### config.mk
export PLATFORM = sky130hd
export DESIGN_NAME = matrix_strip_arbiter_flat
export DESIGN_NICKNAME = d
export VERILOG_FILES = /design/src/rtl/matrix_strip_arbiter_if.sv /design/src/rtl/matrix_strip_arbiter.sv /design/src/flat_wrapper.sv
export SDC_FILE = /design/constraint.sdc
export NUM_CORES = 1
export LEC_CHECK = 0
export ABC_AREA = 1
export BUFFER_PORTS_ARGS = -buffer_cell sky130_fd_sc_hd__buf_2
export CORE_UTILIZATION = 56
export CTS_CLUSTER_DIAMETER = 40
export DETAILED_ROUTE_END_ITERATION = 8
export HOLD_SLACK_MARGIN = 0.02
export PLACE_DENSITY = 0.92
export SYNTH_ARGS = -nofsm -noshare
export SYNTH_HDL_FRONTEND = slang
export SYNTH_SLANG_ARGS = --single-unit
### constraint.sdc
create_clock -name clk -period 2.14 [get_ports clk]
set_input_delay 0.428 -clock clk [delete_from_list [all_inputs] [get_ports clk]]
set_output_delay 0.428 -clock clk [all_outputs]
set_load 0.01 [all_outputs]
### src/rtl/matrix_strip_arbiter_if.sv
// Bus between the strip arbiter and its two frame sources: requests, grant,
// per-client colours, pixel fetch and the serial LED strip lines.
interface matrix_strip_arbiter_if;
  logic [1:0]  req;
  logic [1:0]  gnt;
  logic        busy;
  logic        frame_done;
  logic [4:0]  bright;
  logic [23:0] fg0;
  logic [23:0] bg0;
  logic [23:0] fg1;
  logic [23:0] bg1;
  logic [5:0]  pix_addr;
  logic        pix_rd;
  logic        pix_bit0;
  logic        pix_bit1;
  logic        led_clk;
  logic        led_data;

  modport master (
    output req, bright, fg0, bg0, fg1, bg1, pix_bit0, pix_bit1,
    input  gnt, busy, frame_done, pix_addr, pix_rd, led_clk, led_data
  );

  modport slave (
    input  req, bright, fg0, bg0, fg1, bg1, pix_bit0, pix_bit1,
    output gnt, busy, frame_done, pix_addr, pix_rd, led_clk, led_data
  );
endinterface

### src/rtl/matrix_strip_arbiter.sv
// Grants one of two frame sources per frame and serialises a full APA102 8x8
// strip frame (start, 64 snake-mapped LED words, end) from its pixel bits.
module matrix_strip_arbiter #(
  parameter bit FIXED_PRIO = 1'b0
) (
  input logic                   clk,
  input logic                   reset,
  matrix_strip_arbiter_if.slave bus
);
  localparam int unsigned WORD_W = 32;
  localparam int unsigned CNT_W  = 6;
  localparam int unsigned LEDS   = 64;
  localparam logic [CNT_W-1:0] LAST_LED      = CNT_W'(LEDS - 1);
  localparam logic [CNT_W-1:0] LAST_WORD_BIT = CNT_W'(WORD_W - 1);
  localparam logic [CNT_W-1:0] LAST_END_BIT  = CNT_W'(2 * WORD_W - 1);
  // Strobe is registered on the edge leaving bit 29, so it is seen during bit 30.
  localparam logic [CNT_W-1:0] FETCH_BIT     = CNT_W'(WORD_W - 3);
  localparam logic [CNT_W-1:0] CAPTURE_BIT   = CNT_W'(WORD_W - 2);

  typedef enum logic [1:0] {S_IDLE, S_START, S_PIX, S_END} state_t;

  state_t              state;
  logic                phase;
  logic [CNT_W-1:0]    bit_cnt;
  logic [CNT_W-1:0]    led_idx;
  logic [WORD_W-2:0]   shreg;
  logic [4:0]          bright_q;
  logic [23:0]         fg_q;
  logic [23:0]         bg_q;
  logic                pix_sel;
  logic                last_gnt;

  logic                win_c;
  logic                fetch_c;
  logic                last_bit_c;
  logic [CNT_W-1:0]    next_led_c;
  logic [CNT_W-1:0]    snake_c;
  logic [WORD_W-1:0]   word_c;

  // Arbitration winner, fetch window, snake address of the next LED, LED word.
  always_comb begin
    win_c      = (bus.req == 2'b10) ||
                 ((bus.req == 2'b11) && !FIXED_PRIO && !last_gnt);
    fetch_c    = (state == S_START) || ((state == S_PIX) && (led_idx != LAST_LED));
    last_bit_c = (state == S_END) ? (bit_cnt == LAST_END_BIT) : (bit_cnt == LAST_WORD_BIT);
    next_led_c = (state == S_START) ? '0 : led_idx + CNT_W'(1);
    snake_c    = next_led_c[3] ? next_led_c : {next_led_c[5:3], ~next_led_c[2:0]};
    word_c     = {3'b111, bright_q, pix_sel ? fg_q : bg_q};
  end

  always_ff @(posedge clk or negedge reset) begin
    if (!reset) begin
      state          <= S_IDLE;
      phase          <= 1'b0;
      bit_cnt        <= '0;
      led_idx        <= '0;
      shreg          <= '0;
      bright_q       <= '0;
      fg_q           <= '0;
      bg_q           <= '0;
      pix_sel        <= 1'b0;
      last_gnt       <= 1'b1;
      bus.gnt        <= '0;
      bus.busy       <= 1'b0;
      bus.frame_done <= 1'b0;
      bus.pix_rd     <= 1'b0;
      bus.pix_addr   <= '0;
      bus.led_clk    <= 1'b0;
      bus.led_data   <= 1'b0;
    end else begin
      bus.frame_done <= 1'b0;
      bus.pix_rd     <= 1'b0;
      if (state == S_IDLE) begin
        if (|bus.req) begin
          state    <= S_START;
          phase    <= 1'b0;
          bit_cnt  <= '0;
          led_idx  <= '0;
          last_gnt <= win_c;
          bus.gnt  <= win_c ? 2'b10 : 2'b01;
          bus.busy <= 1'b1;
          bright_q <= bus.bright;
          fg_q     <= win_c ? bus.fg1 : bus.fg0;
          bg_q     <= win_c ? bus.bg1 : bus.bg0;
        end
      end else if (!phase) begin
        phase       <= 1'b1;
        bus.led_clk <= 1'b1;
      end else begin
        phase       <= 1'b0;
        bus.led_clk <= 1'b0;
        if (fetch_c && (bit_cnt == FETCH_BIT)) begin
          bus.pix_rd   <= 1'b1;
          bus.pix_addr <= snake_c;
        end
        if (fetch_c && (bit_cnt == CAPTURE_BIT)) begin
          pix_sel <= bus.gnt[1] ? bus.pix_bit1 : bus.pix_bit0;
        end
        if (!last_bit_c) begin
          bit_cnt <= bit_cnt + CNT_W'(1);
          if (state == S_PIX) begin
            bus.led_data <= shreg[WORD_W-2];
            shreg        <= {shreg[WORD_W-3:0], 1'b0};
          end else begin
            bus.led_data <= 1'b0;
          end
        end else begin
          bit_cnt <= '0;
          case (state)
            S_START: begin
              state        <= S_PIX;
              led_idx      <= '0;
              bus.led_data <= word_c[WORD_W-1];
              shreg        <= word_c[WORD_W-2:0];
            end
            S_PIX: begin
              if (led_idx == LAST_LED) begin
                state        <= S_END;
                bus.led_data <= 1'b0;
              end else begin
                led_idx      <= led_idx + CNT_W'(1);
                bus.led_data <= word_c[WORD_W-1];
                shreg        <= word_c[WORD_W-2:0];
              end
            end
            default: begin
              state          <= S_IDLE;
              bus.gnt        <= '0;
              bus.busy       <= 1'b0;
              bus.frame_done <= 1'b1;
              bus.led_data   <= 1'b0;
            end
          endcase
        end
      end
    end
  end
endmodule

### src/flat_wrapper.sv
// flat-port wrapper written by rule: the top's interface ports become plain ports
module matrix_strip_arbiter_flat 
#(
  parameter bit FIXED_PRIO = 1'b0
)
  (clk, reset, bus_req, bus_bright, bus_fg0, bus_bg0, bus_fg1, bus_bg1, bus_pix_bit0, bus_pix_bit1, bus_gnt, bus_busy, bus_frame_done, bus_pix_addr, bus_pix_rd, bus_led_clk, bus_led_data);
  matrix_strip_arbiter_if bus_i ();
  input logic clk;
  input logic reset;
  input wire logic [$bits(bus_i.req)-1:0] bus_req;
  input wire logic [$bits(bus_i.bright)-1:0] bus_bright;
  input wire logic [$bits(bus_i.fg0)-1:0] bus_fg0;
  input wire logic [$bits(bus_i.bg0)-1:0] bus_bg0;
  input wire logic [$bits(bus_i.fg1)-1:0] bus_fg1;
  input wire logic [$bits(bus_i.bg1)-1:0] bus_bg1;
  input wire logic [$bits(bus_i.pix_bit0)-1:0] bus_pix_bit0;
  input wire logic [$bits(bus_i.pix_bit1)-1:0] bus_pix_bit1;
  output wire logic [$bits(bus_i.gnt)-1:0] bus_gnt;
  output wire logic [$bits(bus_i.busy)-1:0] bus_busy;
  output wire logic [$bits(bus_i.frame_done)-1:0] bus_frame_done;
  output wire logic [$bits(bus_i.pix_addr)-1:0] bus_pix_addr;
  output wire logic [$bits(bus_i.pix_rd)-1:0] bus_pix_rd;
  output wire logic [$bits(bus_i.led_clk)-1:0] bus_led_clk;
  output wire logic [$bits(bus_i.led_data)-1:0] bus_led_data;
  assign bus_i.req = bus_req;
  assign bus_i.bright = bus_bright;
  assign bus_i.fg0 = bus_fg0;
  assign bus_i.bg0 = bus_bg0;
  assign bus_i.fg1 = bus_fg1;
  assign bus_i.bg1 = bus_bg1;
  assign bus_i.pix_bit0 = bus_pix_bit0;
  assign bus_i.pix_bit1 = bus_pix_bit1;
  assign bus_gnt = bus_i.gnt;
  assign bus_busy = bus_i.busy;
  assign bus_frame_done = bus_i.frame_done;
  assign bus_pix_addr = bus_i.pix_addr;
  assign bus_pix_rd = bus_i.pix_rd;
  assign bus_led_clk = bus_i.led_clk;
  assign bus_led_data = bus_i.led_data;
  matrix_strip_arbiter #(.FIXED_PRIO(FIXED_PRIO)) u_core (.clk(clk), .reset(reset), .bus(bus_i));
endmodule
==> reports/qor.txt <==
Post-synth EDFFs = 0
fill count = 746
Crit. End Element = register
GRT Max-Usage Layer = met2
most frequent cells in the layout = nand2_1, buf_2, dfrtp_1
total CTS buffers = 17
crit-path most repeated cell = nand2_1
Buf/Inv on CP = 4
Hold Vio Cnt, Final = 0
CTS tree = done
hold path start = bus_bright[1]
n_diodes = 0
f_max = 505.4 MHz
# hold bufs at CTS = 1
Ports = 120
Routed WL = 15700 um
commonest non-fill, non-tap cell in the layout = nand2_1
Mean Syn Cell Area = 7.568 sq um
vias per std cell = 5.440
DRT antenna net count = 0
number of remaining DRC errors = 0
Synth top area share = 46.65%
layout cells sized above 1 = 24.52%
Final Cycle Share = 92.45%
drt pass-1 iters = 5
global-route wire length before repair = 26410 um
Leak = 3.905 nW
reg2reg start = u_core.state[1]$_DFFE_PN0P_
met2 Usage GRT = 49.49%
Nets = 1032
crit-path max FO = 10
cell row count = 37
Worst Path Required = 2600 ps
worst min path class = input port to register
worst skew pair latency = 530 ps
Crit path max-delay family = buffers and inverters
Sum Neg Setup Slack = 0 ps
Final setup viols = 0
critical-path cell list = inv_1, ha_1, inv_2, nand2_1, nand2_1, buf_4, inv_2, a21oi_2, o21ai_0, nand2_1
worst slew pin tran = 408.5 ps
Sw Pwr = 3.346 mW
relative max-transition margin = 72.77%
CP Launch Point = u_core.state[1]$_DFFE_PN0P_
vias = 5799
Seq pwr share = 34.9%
met1 usage = 37.50%
cells after synthesis = 801
Pint = 5.610 mW
post-CTS resize count = 0
status = finished, final reports clean
max-slew violations = 0
RSZ-0062 raised after global routing = no
met3 usage = 6.376%
CTS Root Cell = clkbuf_8
largest net degree at the start of global routing = 69
final instance area = 0.007421 sq mm
Seq. cell area = 0.002854 sq mm
biggest cell delay along the critical path = 410 ps
sequential share of the synthesized area = 47.08%
grt ovf = 0
post-placement cell area = 0.006813 sq mm
Post-CTS Setup Bufs = 0
Clock Power Share = 31.8%
kind of critical path = register to register
Post-Layout Cell Count = 1066
dpl cells = 1033
port buffer count = 119
ys async rst share = 100.0%
initial antenna violation count = 0
Worst Path Arrival = 2440 ps
sw frac = 37.36%
vias in the first global route = 5669
Synth Cell Area = 0.006062 sq mm
Setup Skew = 10.94 ps
Primary FF master, synth = dfrtp_1
minimum clock period after layout = 1978 ps
core area = 0.01042 sq mm
Tot GR Track Use = 29.81%
clock slew at reported path FFs = 60 ps
DIE WIDTH = 106.0 um
H-Tree Depth = 4
DRT iter0 DRCs = 419
Placer Congestion = 0.8660
critical path's slowest cell = dfrtp_1
startpoint types = register
area leader, netlist = dfrtp_1
Logic pwr share = 33.3%
Peak VDD IR = 0.8086 mV
synthesis-to-finish area growth = 22.41%
Synthesized Nets = 916
clock buffer depth = 2
Die H = 106.0 um
post-synthesis register bit count = 114
Synth Warn # = 0
Starting Density = 58.20%
area of the multi-input gates = 0.002768 sq mm
clk sinks = 114
die footprint = 0.01125 sq mm
top post-synthesis cells by area = dfrtp_1, nand2_1, o21ai_0
# Max-Cap Violations = 0
PwrDens = 1207 mW/mm^2
Routed wire per std cell = 14.73 um
Post-DP HPWL = 10130 um
Unique masters post-synth = 33
## Yosys cell counts (4+ instances only)
cell	n
nand2_1	263
o21ai_1	6
o21ai_0	102
nand2_2	35
clkbuf_1	17
ha_1	8
nand4_1	9
inv_1	47
buf_4	4
inv_2	7
nand3_1	50
buf_2	19
dfrtp_1	113
o22ai_1	25
nor2_1	70
## state kept, by name, summed over array words and instances, names as in the netlist, 2 cells and up
name and flops:
u_core.shreg 31, u_core.bus.pix_addr 6, u_core.bit_cnt 6, u_core.bg_q 24, u_core.led_idx 6, u_core.bus.gnt 2
u_core.bright_q 5, u_core.state 2, u_core.fg_q 24
## per-stage QoR
stage	worst slack [ps]	power (mW)	hold slack [ps]	util, %
3_3_place_gp	322.6	5.907	456.7	65.41
4_1_cts	197.6	8.945	83.09	71.24
2_1_floorplan	440.0	5.158	132.4	-
6_report	161.5	8.955	93.18	71.24
3_5_place_dp	283.0	6.021	462.1	65.41
5_1_grt	18.69	9.486	101.0	71.24
## power groups by stage
stage	combinational [mW]	sequential, mW	clock, mW
after floorplan	2.07	3.08	0
after detailed placement	2.88	3.14	0
after global routing	3.33	3.19	2.96
final	2.98	3.13	2.85
after CTS	2.96	3.12	2.87
after global placement	2.79	3.11	0
## logic make-up after synthesis
family	Yosys count	synth area share [%]
AOI/OAI and AO/OA	140	12.65
xor gates and xnor gates	3	0.4335
adders and majority gates	8	1.651
buffers and inverters	98	7.265
DFF	114	47.08
and+or+nand+nor	438	30.92
## per-layer routing
layer  vias to the layer above  share of wire [%]
met5                         -                  0
met4                         0                2.8
met3                        41                6.8
met2                       256                 49
met1                      2692                 42
li1                       2810                  -
## worst min-delay path, cell delays in order
cell	delay, ps
buf_2	70
nand2_1	40
nand2_1	40
## path summary, 6_finish.rpt
kind,slack (ps),endpoint,cells after the start
max,160,u_core.state[0]$_DFFE_PN0P_,10
min,90,u_core.bright_q[1]$_DFFE_PN0P_,3
max reg2reg,160,u_core.state[0]$_DFFE_PN0P_,10
min reg2reg,470,u_core.bus.pix_addr[1]$_DFFE_PN0P_,2
max in group asynchronous,1380,u_core.last_gnt$_DFFE_PN1P_,3
min in group asynchronous,450,u_core.bus.pix_addr[3]$_DFFE_PN0P_,3
## layout make-up
| class | count | area share (%) |
|---|---|---|
| sequential | 114 | 38.46 |
| tap | 136 | 2.293 |
| clock buffer | 17 | 5.581 |
| clock inverter | 15 | 2.478 |
| multi-input combinational | 589 | 37.30 |
| inverter | 54 | 2.731 |
| timing repair buffer | 141 | 11.16 |
(Power assumes the default switching activity.)
